[src/rtl/pipelined_barrel_shifter_pkg.sv]
// Shared definitions for the pipelined barrel shifter: operation encodings
// and the width helper that sizes the shift amount and the pipeline depth.
package barrel_shifter_pkg;

    // Operation select carried alongside every transaction.
    typedef enum logic [1:0] {
        MODE_LSL = 2'b00,
        MODE_LSR = 2'b01,
        MODE_ASR = 2'b10,
        MODE_ROR = 2'b11
    } mode_e;

    localparam int DEFAULT_DATA_WIDTH = 32;

    // log2 of a power-of-two operand width; also the number of pipeline stages.
    function automatic int log2w(input int width);
        int n;
        n = 0;
        for (int i = 0; i < 31; i++) begin
            if ((1 << i) < width) begin
                n = i + 1;
            end
        end
        return n;
    endfunction

endpackage

[src/rtl/pipelined_barrel_shifter_if.sv]
// Handshake and data bus of the pipelined barrel shifter. The master side
// presents operands and accepts results; the slave side is the shifter.
interface pipelined_barrel_shifter_if
    import barrel_shifter_pkg::*;
#(
    parameter int DATA_WIDTH = DEFAULT_DATA_WIDTH
);
    localparam int LOG2W = log2w(DATA_WIDTH);

    // input side
    logic                  ivalid;
    logic                  iready;
    logic [DATA_WIDTH-1:0] idata;
    logic [LOG2W-1:0]      shamt;
    mode_e                 mode;

    // output side
    logic                  ovalid;
    logic                  oready;
    logic [DATA_WIDTH-1:0] odata;
    logic                  ocarry;

    modport master (
        output ivalid, idata, shamt, mode, oready,
        input  iready, ovalid, odata, ocarry
    );

    modport slave (
        input  ivalid, idata, shamt, mode, oready,
        output iready, ovalid, odata, ocarry
    );

endinterface

[src/rtl/pipelined_barrel_shifter_stage.sv]
// One pipeline stage: conditionally shifts by 2^S under the carried mode and
// registers data, valid, mode, shift amount and carry. Stage 0 additionally
// derives the carry-out from the untouched operand.
module shifter_stage
    import barrel_shifter_pkg::*;
#(
    parameter int DATA_WIDTH = DEFAULT_DATA_WIDTH,
    parameter int S          = 0,
    localparam int LOG2W     = log2w(DATA_WIDTH)
) (
    input  logic                  clk,
    input  logic                  rst,
    input  logic                  adv,
    input  logic                  in_vld,
    input  logic [DATA_WIDTH-1:0] in_data,
    input  mode_e                 in_mode,
    input  logic [LOG2W-1:0]      in_shamt,
    input  logic                  in_carry,
    output logic                  out_vld,
    output logic [DATA_WIDTH-1:0] out_data,
    output mode_e                 out_mode,
    output logic [LOG2W-1:0]      out_shamt,
    output logic                  out_carry
);
    localparam int SH = 1 << S;

    logic                  vld_d,   vld_q;
    logic [DATA_WIDTH-1:0] data_d,  data_q;
    mode_e                 mode_d,  mode_q;
    logic [LOG2W-1:0]      shamt_d, shamt_q;
    logic                  carry_d, carry_q;

    logic [DATA_WIDTH-1:0] shifted;
    logic                  carry_in;

    generate
        if (S == 0) begin : g_carry_calc
            logic [LOG2W-1:0] lsl_idx;
            logic [LOG2W-1:0] rsh_idx;
            logic             unused_carry;

            // DATA_WIDTH - shamt wraps to exactly the LSL carry index for shamt != 0
            assign lsl_idx      = LOG2W'(0) - in_shamt;
            assign rsh_idx      = in_shamt - LOG2W'(1);
            assign unused_carry = in_carry;

            // Carry is taken from the original operand, before any stage shifts it.
            always_comb begin
                carry_in = 1'b0;
                if (in_shamt != '0) begin
                    if (in_mode == MODE_LSL) begin
                        carry_in = in_data[lsl_idx];
                    end else begin
                        carry_in = in_data[rsh_idx];
                    end
                end
            end
        end else begin : g_carry_pass
            assign carry_in = in_carry;
        end
    endgenerate

    // Fixed shift by 2^S for each operation; rotates and arithmetic shifts
    // compose correctly across stages, so each stage only needs its own bit.
    always_comb begin
        shifted = in_data;
        case (in_mode)
            MODE_LSL: shifted = in_data << SH;
            MODE_LSR: shifted = in_data >> SH;
            MODE_ASR: shifted = $unsigned($signed(in_data) >>> SH);
            MODE_ROR: shifted = (in_data >> SH) | (in_data << (DATA_WIDTH - SH));
            default:  shifted = in_data;
        endcase
    end

    // Load from the predecessor when the pipe advances, otherwise hold.
    always_comb begin
        vld_d   = vld_q;
        data_d  = data_q;
        mode_d  = mode_q;
        shamt_d = shamt_q;
        carry_d = carry_q;
        if (adv) begin
            vld_d   = in_vld;
            data_d  = in_shamt[S] ? shifted : in_data;
            mode_d  = in_mode;
            shamt_d = in_shamt;
            carry_d = carry_in;
        end
    end

    // Stage registers; reset empties the stage and zeroes its payload.
    always_ff @(posedge clk) begin
        if (rst) begin
            vld_q   <= 1'b0;
            data_q  <= '0;
            mode_q  <= MODE_LSL;
            shamt_q <= '0;
            carry_q <= 1'b0;
        end else begin
            vld_q   <= vld_d;
            data_q  <= data_d;
            mode_q  <= mode_d;
            shamt_q <= shamt_d;
            carry_q <= carry_d;
        end
    end

    assign out_vld   = vld_q;
    assign out_data  = data_q;
    assign out_mode  = mode_q;
    assign out_shamt = shamt_q;
    assign out_carry = carry_q;

endmodule

[src/rtl/pipelined_barrel_shifter.sv]
// Pipelined barrel shifter: LOG2W register stages, stage s handling shift
// bit s. The whole pipe moves in lock-step, stalling only when a valid result
// sits at the output and the consumer is not ready.
module pipelined_barrel_shifter
    import barrel_shifter_pkg::*;
#(
    parameter int DATA_WIDTH = DEFAULT_DATA_WIDTH
) (
    input logic                      clk,
    input logic                      rst,
    pipelined_barrel_shifter_if.slave bus
);
    localparam int LOG2W = log2w(DATA_WIDTH);

    // index 0 is the raw input, index s+1 is the output of stage s
    logic [LOG2W:0]                 vld_pipe;
    logic [LOG2W:0][DATA_WIDTH-1:0] data_pipe;
    mode_e                          mode_pipe [LOG2W+1];
    logic [LOG2W:0][LOG2W-1:0]      shamt_pipe;
    logic [LOG2W:0]                 carry_pipe;

    logic adv;
    logic unused_tail;

    // Advance whenever the output slot is empty or being consumed.
    assign adv        = bus.oready | ~vld_pipe[LOG2W];
    assign bus.iready = adv;

    assign vld_pipe[0]   = bus.ivalid;
    assign data_pipe[0]  = bus.idata;
    assign mode_pipe[0]  = bus.mode;
    assign shamt_pipe[0] = bus.shamt;
    assign carry_pipe[0] = 1'b0;

    for (genvar s = 0; s < LOG2W; s++) begin : g_stage
        shifter_stage #(
            .DATA_WIDTH (DATA_WIDTH),
            .S          (s)
        ) u_stage (
            .clk       (clk),
            .rst       (rst),
            .adv       (adv),
            .in_vld    (vld_pipe[s]),
            .in_data   (data_pipe[s]),
            .in_mode   (mode_pipe[s]),
            .in_shamt  (shamt_pipe[s]),
            .in_carry  (carry_pipe[s]),
            .out_vld   (vld_pipe[s+1]),
            .out_data  (data_pipe[s+1]),
            .out_mode  (mode_pipe[s+1]),
            .out_shamt (shamt_pipe[s+1]),
            .out_carry (carry_pipe[s+1])
        );
    end

    assign bus.ovalid = vld_pipe[LOG2W];
    assign bus.odata  = data_pipe[LOG2W];
    assign bus.ocarry = carry_pipe[LOG2W];

    // mode and shift amount are spent by the time they reach the output
    assign unused_tail = ^{shamt_pipe[LOG2W], mode_pipe[LOG2W]};

endmodule
[src/flat_wrapper.sv]
// flat-port wrapper written by rule: the top's interface ports become plain ports
module pipelined_barrel_shifter_flat import barrel_shifter_pkg::*;
#(
    parameter int DATA_WIDTH = DEFAULT_DATA_WIDTH
)
  (clk, rst, bus_ivalid, bus_idata, bus_shamt, bus_mode, bus_oready, bus_iready, bus_ovalid, bus_odata, bus_ocarry);
  pipelined_barrel_shifter_if #(.DATA_WIDTH(DATA_WIDTH)) bus_i ();
  input logic clk;
  input logic rst;
  input wire logic [$bits(bus_i.ivalid)-1:0] bus_ivalid;
  input wire logic [$bits(bus_i.idata)-1:0] bus_idata;
  input wire logic [$bits(bus_i.shamt)-1:0] bus_shamt;
  input wire logic [$bits(bus_i.mode)-1:0] bus_mode;
  input wire logic [$bits(bus_i.oready)-1:0] bus_oready;
  output wire logic [$bits(bus_i.iready)-1:0] bus_iready;
  output wire logic [$bits(bus_i.ovalid)-1:0] bus_ovalid;
  output wire logic [$bits(bus_i.odata)-1:0] bus_odata;
  output wire logic [$bits(bus_i.ocarry)-1:0] bus_ocarry;
  assign bus_i.ivalid = bus_ivalid;
  assign bus_i.idata = bus_idata;
  assign bus_i.shamt = bus_shamt;
  assign bus_i.mode = bus_mode;
  assign bus_i.oready = bus_oready;
  assign bus_iready = bus_i.iready;
  assign bus_ovalid = bus_i.ovalid;
  assign bus_odata = bus_i.odata;
  assign bus_ocarry = bus_i.ocarry;
  pipelined_barrel_shifter #(.DATA_WIDTH(DATA_WIDTH)) u_core (.clk(clk), .rst(rst), .bus(bus_i));
endmodule
[config.mk]
export PLATFORM = sky130hd
export DESIGN_NAME = pipelined_barrel_shifter_flat
export DESIGN_NICKNAME = d
export VERILOG_FILES = /design/src/rtl/pipelined_barrel_shifter_pkg.sv /design/src/rtl/pipelined_barrel_shifter_if.sv /design/src/rtl/pipelined_barrel_shifter_stage.sv /design/src/rtl/pipelined_barrel_shifter.sv /design/src/flat_wrapper.sv
export SDC_FILE = /design/constraint.sdc
export NUM_CORES = 1
export LEC_CHECK = 0
export ABC_AREA = 1
export CORE_ASPECT_RATIO = 0.5
export CORE_MARGIN = 1.5
export CORE_UTILIZATION = 50
export DETAILED_ROUTE_END_ITERATION = 10
export GPL_TIMING_DRIVEN = 1
export PLACE_DENSITY = 0.69
export SLEW_MARGIN = 10
export SYNTH_ARGS = -nofsm -noshare
export SYNTH_HDL_FRONTEND = slang
export SYNTH_HIERARCHICAL = 1
export SYNTH_SLANG_ARGS = --single-unit
[constraint.sdc]
create_clock -name clk -period 2.6 [get_ports clk]
set_input_delay 0.26 -clock clk [delete_from_list [all_inputs] [get_ports clk]]
set_output_delay 0.26 -clock clk [all_outputs]
set_load 0.005 [all_outputs]
; After elaboration in Yosys (flattened, before gate mapping)
; Index checks and enable logic that the tools add are counted.
; W data, S select, Z words.
[totals]
reg_bits = 198
inputBits = 43
out_inout_bits = 35
elab_cells = 71
[op_classes]
add_sub_neg = 2
magnitude_cmp = 2
eq_ne = 15
muxes = 16
bitwise = 7
reduce_logical = 6
[op_table]
columns = operator, count
row1 = $pmux W32 S4, 5
row2 = $mux W32, 5
row3 = $or A16 B32 Y32, 1
row4 = $or A24 B32 Y32, 1
row5 = $or A28 B32 Y32, 1
row6 = $or A30 B32 Y32, 1
row7 = $or A31 B32 Y32, 1
row8 = $eq A2 B2 Y1 const B, 10
row9 = $lt A5 B6 Y1 const B, 2
row10 = $bmux W1 S5, 2
row11 = $eq A2 B1 Y1 const B, 5
row12 = $logic_not A2 Y1, 5
row13 = $reduce_bool A5 Y1, 1
row14 = $sub A1 B5 Y5 const A, 1
row15 = $sub A5 B1 Y5 const B, 1
row16 = $mux W1, 4
row17 = $not A1 Y1, 1
row18 = $or A1 B1 Y1, 1

; Depth between registers and ports, before layout
; Gate-level depths: netlist of run 1.
[logic_depth]
word_depth = 5
ltp_mapped = 16
ltp_nobuf = 13

; Hierarchy
; Netlist of run 1, hierarchy kept.
[modules_own_cells]
columns = mod, n_inst, cells_each, area_per_inst_um2, seq_area_each_um2
row1 = shifter_stage at u_core.g_stage[0].u_stage, 1, 436, 2710.1, 820.8
row2 = shifter_stage at u_core.g_stage[1].u_stage, 1, 353, 2222.1, 820.8
row3 = shifter_stage at u_core.g_stage[2].u_stage, 1, 341, 2159.6, 820.8
row4 = shifter_stage at u_core.g_stage[3].u_stage, 1, 291, 2145.8, 820.8
row5 = shifter_stage at u_core.g_stage[4].u_stage, 1, 256, 1918.1, 820.8
row6 = pipelined_barrel_shifter, 1, 3, 11.3, 0.0

; Worst setup path before layout of run 1
; Ideal clock, no wire load.
[synth_path]
path_kind = input -> register
startpoint = input port bus_shamt[0]
endpoint = register u_core.g_stage[0].u_stage.carry_q
setup_ps = 66
t_arrival_ps = 1936
t_required_ps = 2534
path_slack_ps = 598
path_stages = 16
path_buffers = 5
path_cell_list = buf_6 -> inv_8 -> buf_6 -> buf_2 -> ha_1 -> buf_6 -> clkinv_2 -> buf_2 -> nand3_1 -> nand3_1 -> nand3_1 -> nand3b_1 -> nand2_1 -> nand2_1 -> nand3_1 -> a21oi_2
[synth_between]
elab_chain_len = 5
word_cells_on_any_way = 9
cone_classes = add/sub: 2 / mux: 6 / reduce/logical: 1
[synth_rtl]
columns = element, line
row1 = from (decl), flat_wrapper.sv:12  ; input wire logic [$bits(bus_i.shamt)-1:0] bus_shamt;
row2 = $sub A5 B1 Y5 / $sub A1 B5 Y5 (equally long branches), "pipelined_barrel_shifter_stage.sv:44, pipelined_barrel_shifter_stage.sv:43"
row3 = $bmux W1 S5 (on tied branches), "pipelined_barrel_shifter_stage.sv:54, pipelined_barrel_shifter_stage.sv:52"
row4 = $mux W1 (on tied branches), "pipelined_barrel_shifter_stage.sv:54, pipelined_barrel_shifter_stage.sv:52"
row5 = $mux W1, pipelined_barrel_shifter_stage.sv:51  ; if (in_mode == MODE_LSL) begin
row6 = $mux W1 (*), pipelined_barrel_shifter_stage.sv:50  ; if (in_shamt != '0) begin
row7 = to (signal assigned), pipelined_barrel_shifter_stage.sv:105  ; carry_q <= carry_d;
row8 = to (decl), pipelined_barrel_shifter_stage.sv:31  ; logic carry_d, carry_q;
; Mark *: on every way between the ends. The rest lies on a longest branch, timed or not. The select of a mux whose other input is x is not followed.
; A chain may end at the register's enable or synchronous reset.

; Worst setup path after layout of run 1
; Ends and elaborated chain as after synthesis.

==> results.toml, run 1 <==
[clock_network]
root_buffer = "clkbuf_16"
cts_resized = 0
htreeDepth = 4
cts_tree = "done"
postCtsHoldBufs = 0
clk_pin_slew_ns = 0.07
cts_sinks = 188
cts-buffers-inserted = 17
clockBufferDepth = 2
clk_latency_ns = 0.43
post_cts_buffers = 0

[synthesis]
yosysWarningCount = 6
syn_nets = 1663
postSynthCellCount = 1618
synth_area_per_cell_sq_um = 6.57
syn-cell-area_sq_um = 10600

[route]
routedWlPerCell_um = 15.8
drt_iter0_drc = 952
final_antenna_net_count = 0
wl_um = 30100
drc = 0
first_pass_iters = 6
routed-via-count = 10364
drt-vias-per-instance = 5.43

[setup_path]
cp-start-kind = "primary input"
critPathKind = "in2reg"
required_ns = 2.96
critPathCaptureType = "flop"
crit_arrival_ns = 2.32
cp_max_fo = 18

[timing]
finalHoldViolations = 0
period_share_pct = 75.4
slew-limit-headroom_pct = 43.9
setup_viol = 0
tightest_slew_ns = 0.840
fmax_mhz = 510
fin_setup_tns_ns = 0
period_minus_slack_ns = 1.96
rsz0062_at_grt = "false"
slew_violations = 0
fin_skew_ns = 0.0123

[placement]
gp_congestion = 0.862
dp_hpwl_um = 21200
portBuffers = 77

[floorplan]
start_util_pct = 51.4
die_w_um = 209
die_y_um = 106
ios = 78
die_area_sq_um = 22200
core_sq_um = 20700
std_cell_rows = 37

[finish]
syn2layout_area_growth_pct = 11.3
n_antenna_cell = 0
n_fill_cell = 2142
nNetsFinal = 1667
drive_gt1_share_pct = 10.3
fin_util_pct = 57.2

[min_path]
hold_class = "in2reg"

[global_route]
antenna_found_initial = 0
grt_pass1_wl_um = 49400
grt_pass1_vias = 9440
overflow = 0
grt_max_degree = 57
grt.total_usage_pct = 27.6

[outcome]
status = "complete, no violations"

[flow_run]
maxCapViolations = 0

[pwr]
peakVddDrop_mv = 0.374
p_leak_uw = 0.00498
power_density_nw_per_um2 = 603
==> report_power, final <==
group	switching (uW)	internal (uW)
Sequential	200	3060
Combinational	657	418
Clock	1140	1650
==> flip-flops by register name, indices dropped and copies added, names as in the netlist <==
register and flops:
u_core/g_stage.u_stage/out_carry 5, u_core/g_stage.u_stage/out_data 160, u_core/g_stage.u_stage/out_mode 8, u_core/g_stage.u_stage/out_shamt 10
u_core/g_stage.u_stage/out_vld 5
==> path summary, 6_finish.rpt <==
path              cells past startpoint                                                   to  slack [ns]                                                start
setup / recovery                     14     u_core/g_stage[0].u_stage/out_carry$_SDFFE_PP0P_        0.64                                         bus_shamt[0]
hold / removal                        3       u_core/g_stage[0].u_stage/out_vld$_SDFFE_PP0P_        0.43                                           bus_ivalid
setup reg to reg                      4  u_core/g_stage[3].u_stage/out_data[20]$_SDFFE_PP0P_        0.87       u_core/g_stage[4].u_stage/out_vld$_SDFFE_PP0P_
hold reg to reg                       2  u_core/g_stage[2].u_stage/out_shamt[4]$_SDFFE_PP0P_        0.48  u_core/g_stage[1].u_stage/out_shamt[4]$_SDFFE_PP0P_
==> layout make-up <==
cell class	count	area, sq um	area share (%)
Sequential cell	188	3760	31.8
Multi-Input combinational cell	1165	5570	47.1
Timing Repair Buffer	99	936	7.91
Tap cell	273	342	2.89
Clock buffer	20	447	3.78
Clock inverter	12	184	1.56
Inverter	151	587	4.96
==> stage by stage <==
step | hold WS (ns) | setup WS (ns) | power (uW) | cells | cell area, sq um
3_3_place_gp | 0.464 | 0.219 | 4360 | 1876 | 11200
3_5_place_dp | 0.473 | 0.210 | 4380 | 1876 | 11200
2_1_floorplan | 0.322 | 0.604 | 4050 | 1618 | 10600
4_1_cts | 0.406 | 0.653 | 7160 | 1908 | 11800
6_report | 0.426 | 0.641 | 7130 | 1908 | 11800
5_1_grt | 0.443 | 0.471 | 7450 | 1908 | 11800
==> critical path, stage by stage <==
cell             delay [ns]
clkdlybuf4s50_1        0.58
inv_8                  0.10
ha_1                   0.24
inv_1                  0.06
nand2_1                0.06
nand2_2                0.20
inv_2                  0.15
nand3_1                0.15
nand3_1                0.11
nand3b_1               0.11
nand2_1                0.05
nand2_1                0.06
nand3_1                0.08
a21oi_2                0.11
==> layout by cell type, fill, tap and decap left out, types with 21 or more instances in the layout <==
cell               n
dfxtp_1          188
a21oi_1          150
nor2_1           163
o21ai_0          222
buf_4             22
a21oi_2           31
clkdlybuf4s50_1   77
nand2_1          333
nor2_2            21
inv_1            132
nand3_1          152
==> per-layer routing <==
metal	part of all wire, %	GRT usage [%]	vias up
met3	5.3	4.05	31
li1	-	-	5270
met5	0	0	-
met1	50	40.1	4739
met2	44	42.6	324
met4	1.2	7.30	0
Note: power is estimated with default switching activity, not from simulation.
==> inputs of run 2 (changes only) <==
--- a/config.mk
+++ b/config.mk
@@ -11,7 +11,7 @@
 export CORE_UTILIZATION = 50
 export DETAILED_ROUTE_END_ITERATION = 10
 export GPL_TIMING_DRIVEN = 1
-export PLACE_DENSITY = 0.69
+export PLACE_DENSITY = 0.72
 export SLEW_MARGIN = 10
 export SYNTH_ARGS = -nofsm -noshare
 export SYNTH_HDL_FRONTEND = slang
==> constraint.sdc (replaced) <==
create_clock -name clk -period 1.8 [get_ports clk]
set_input_delay 0.18 -clock clk [delete_from_list [all_inputs] [get_ports clk]]
set_output_delay 0.18 -clock clk [all_outputs]
set_load 0.005 [all_outputs]
==> results.toml, run 2 (synthesis results as in run 1) <==
[outcome]
status = "complete, no violations"

[clock_network]
htreeDepth = 4
clk_pin_slew_ns = 0.07
cts-buffers-inserted = 17
clk_latency_ns = 0.43
root_buffer = "clkbuf_16"
clockBufferDepth = 2
postCtsHoldBufs = 0
post_cts_buffers = 0
cts_tree = "done"
cts_sinks = 188

[finish]
layout.cells.non_filler = 1956
multiInputGateArea_sq_um = 5590
seq_area_sq_um = 3760
final_common_cell = "nand2_1"
fin_util_pct = 59.4
nNetsFinal = 1715
n_fill_cell = 2030
syn2layout_area_growth_pct = 15.7
final_cell_mix = "333 x nand2_1, 222 x o21ai_0, 187 x dfxtp_1"
largest_reg_flops = 160
n_antenna_cell = 0
drive_gt1_share_pct = 13.1
fin_area_sq_um = 12300

[placement]
dp_hpwl_um = 21600
gp_congestion = 0.873
portBuffers = 77
placedCellCount = 1924
dpl-instance-area_sq_um = 11700

[timing]
slew_violations = 0
timing.hold.ws_ns = 0.367
period_share_pct = 93.9
finalHoldViolations = 0
fmax_mhz = 592
period_minus_slack_ns = 1.69
fin_skew_ns = 0.0123
tightest_slew_ns = 0.866
rsz0062_at_grt = "false"
slew-limit-headroom_pct = 42.2
setup_viol = 0

[setup_path]
critPathKind = "reg2out"
cp_max_fo = 21
required_ns = 1.62
r2r_setup_slack_ns = 0.37
cp-start-kind = "flop"
critPathCaptureType = "output pin"
crit_arrival_ns = 1.51

[pwr]
p_leak_uw = 0.00523
peakVddDrop_mv = 0.608
power_density_nw_per_um2 = 816
total_power_uw = 10000

[global_route]
grt.total_usage_pct = 27.2
grt_pass1_vias = 9507
overflow = 0
antenna_found_initial = 0
grt_max_degree = 53
grt_pass1_wl_um = 49100

[route]
routedWlPerCell_um = 15.4
first_pass_iters = 6
routed-via-count = 10672
wl_um = 30100
final_antenna_net_count = 0
drc = 0
drt-vias-per-instance = 5.46
drt_iter0_drc = 1087

[min_path]
hold_class = "in2reg"

[floorplan]
die_area_sq_um = 22200
core_sq_um = 20700
die_w_um = 209
start_util_pct = 51.4
std_cell_rows = 37
die_y_um = 106
ios = 78

[flow_run]
maxCapViolations = 0
-- run 2: cell types whose count changed in the layout (fill, tap and decap cells not counted), moves of 2 or more --
cell,delta
buf_4,+37
clkinvlp_4,+2
inv_6,+2
buf_12,+11
bufinv_16,-3
clkbuf_8,+2
-- run 2: final timing paths --
| kind | startpoint | end | depth (start not counted) |
|---|---|---|---|
| max | u_core/g_stage[4].u_stage/out_vld$_SDFFE_PP0P_ | bus_iready | 2 |
| min reg2reg | u_core/g_stage[3].u_stage/out_vld$_SDFFE_PP0P_ | u_core/g_stage[4].u_stage/out_vld$_SDFFE_PP0P_ | 2 |
| max reg2reg | u_core/g_stage[4].u_stage/out_vld$_SDFFE_PP0P_ | u_core/g_stage[2].u_stage/out_data[18]$_SDFFE_PP0P_ | 8 |
| min | bus_ivalid | u_core/g_stage[0].u_stage/out_vld$_SDFFE_PP0P_ | 3 |
-- run 2: through the flow --
stage / TNS [ns] / setup slack [ns]
finish: 0 / 0.110
global route: 0 / 0.0265
global placement: -2.70 / -0.281
CTS: 0 / 0.0315
floorplan: 0 / 0.0179
detailed placement: -3.66 / -0.263
-- run 2: final cells by class --
type	instances	area share (%)
Multi-Input combinational cell	1165	45.5
Sequential cell	188	30.6
Timing Repair Buffer	147	11.7
Inverter	151	4.80
Clock buffer	21	3.83
Tap cell	273	2.78
Clock inverter	11	0.865
-- run 2: routing by layer --
| layer | track usage, % | routed length [um] | part of all wire [%] |
|---|---|---|---|
| met1 | 38.7 | 14900 | 49 |
| met2 | 43.1 | 13300 | 44 |
| met3 | 3.43 | 1590 | 5.3 |
| met4 | 7.97 | 386 | 1.3 |
| met5 | 0 | 0 | 0 |
-- run 2: repair_timing --
item	in CTS	in global routing
pin swaps	0	1
setup endpoints to repair	1	1
resized for setup	1	1
-- run 2: critical path: stages, from the launching register on --
cell and delay [ns]:
dfxtp_2 0.35, nand2_8 0.18, clkdlybuf4s50_1 0.55
-- run 2: power by group --
group	leakage (uW)	switching, uW	internal, uW
clock	0.000277	1630	2030
combinational	0.00341	974	701
sequential	0.00154	283	4420
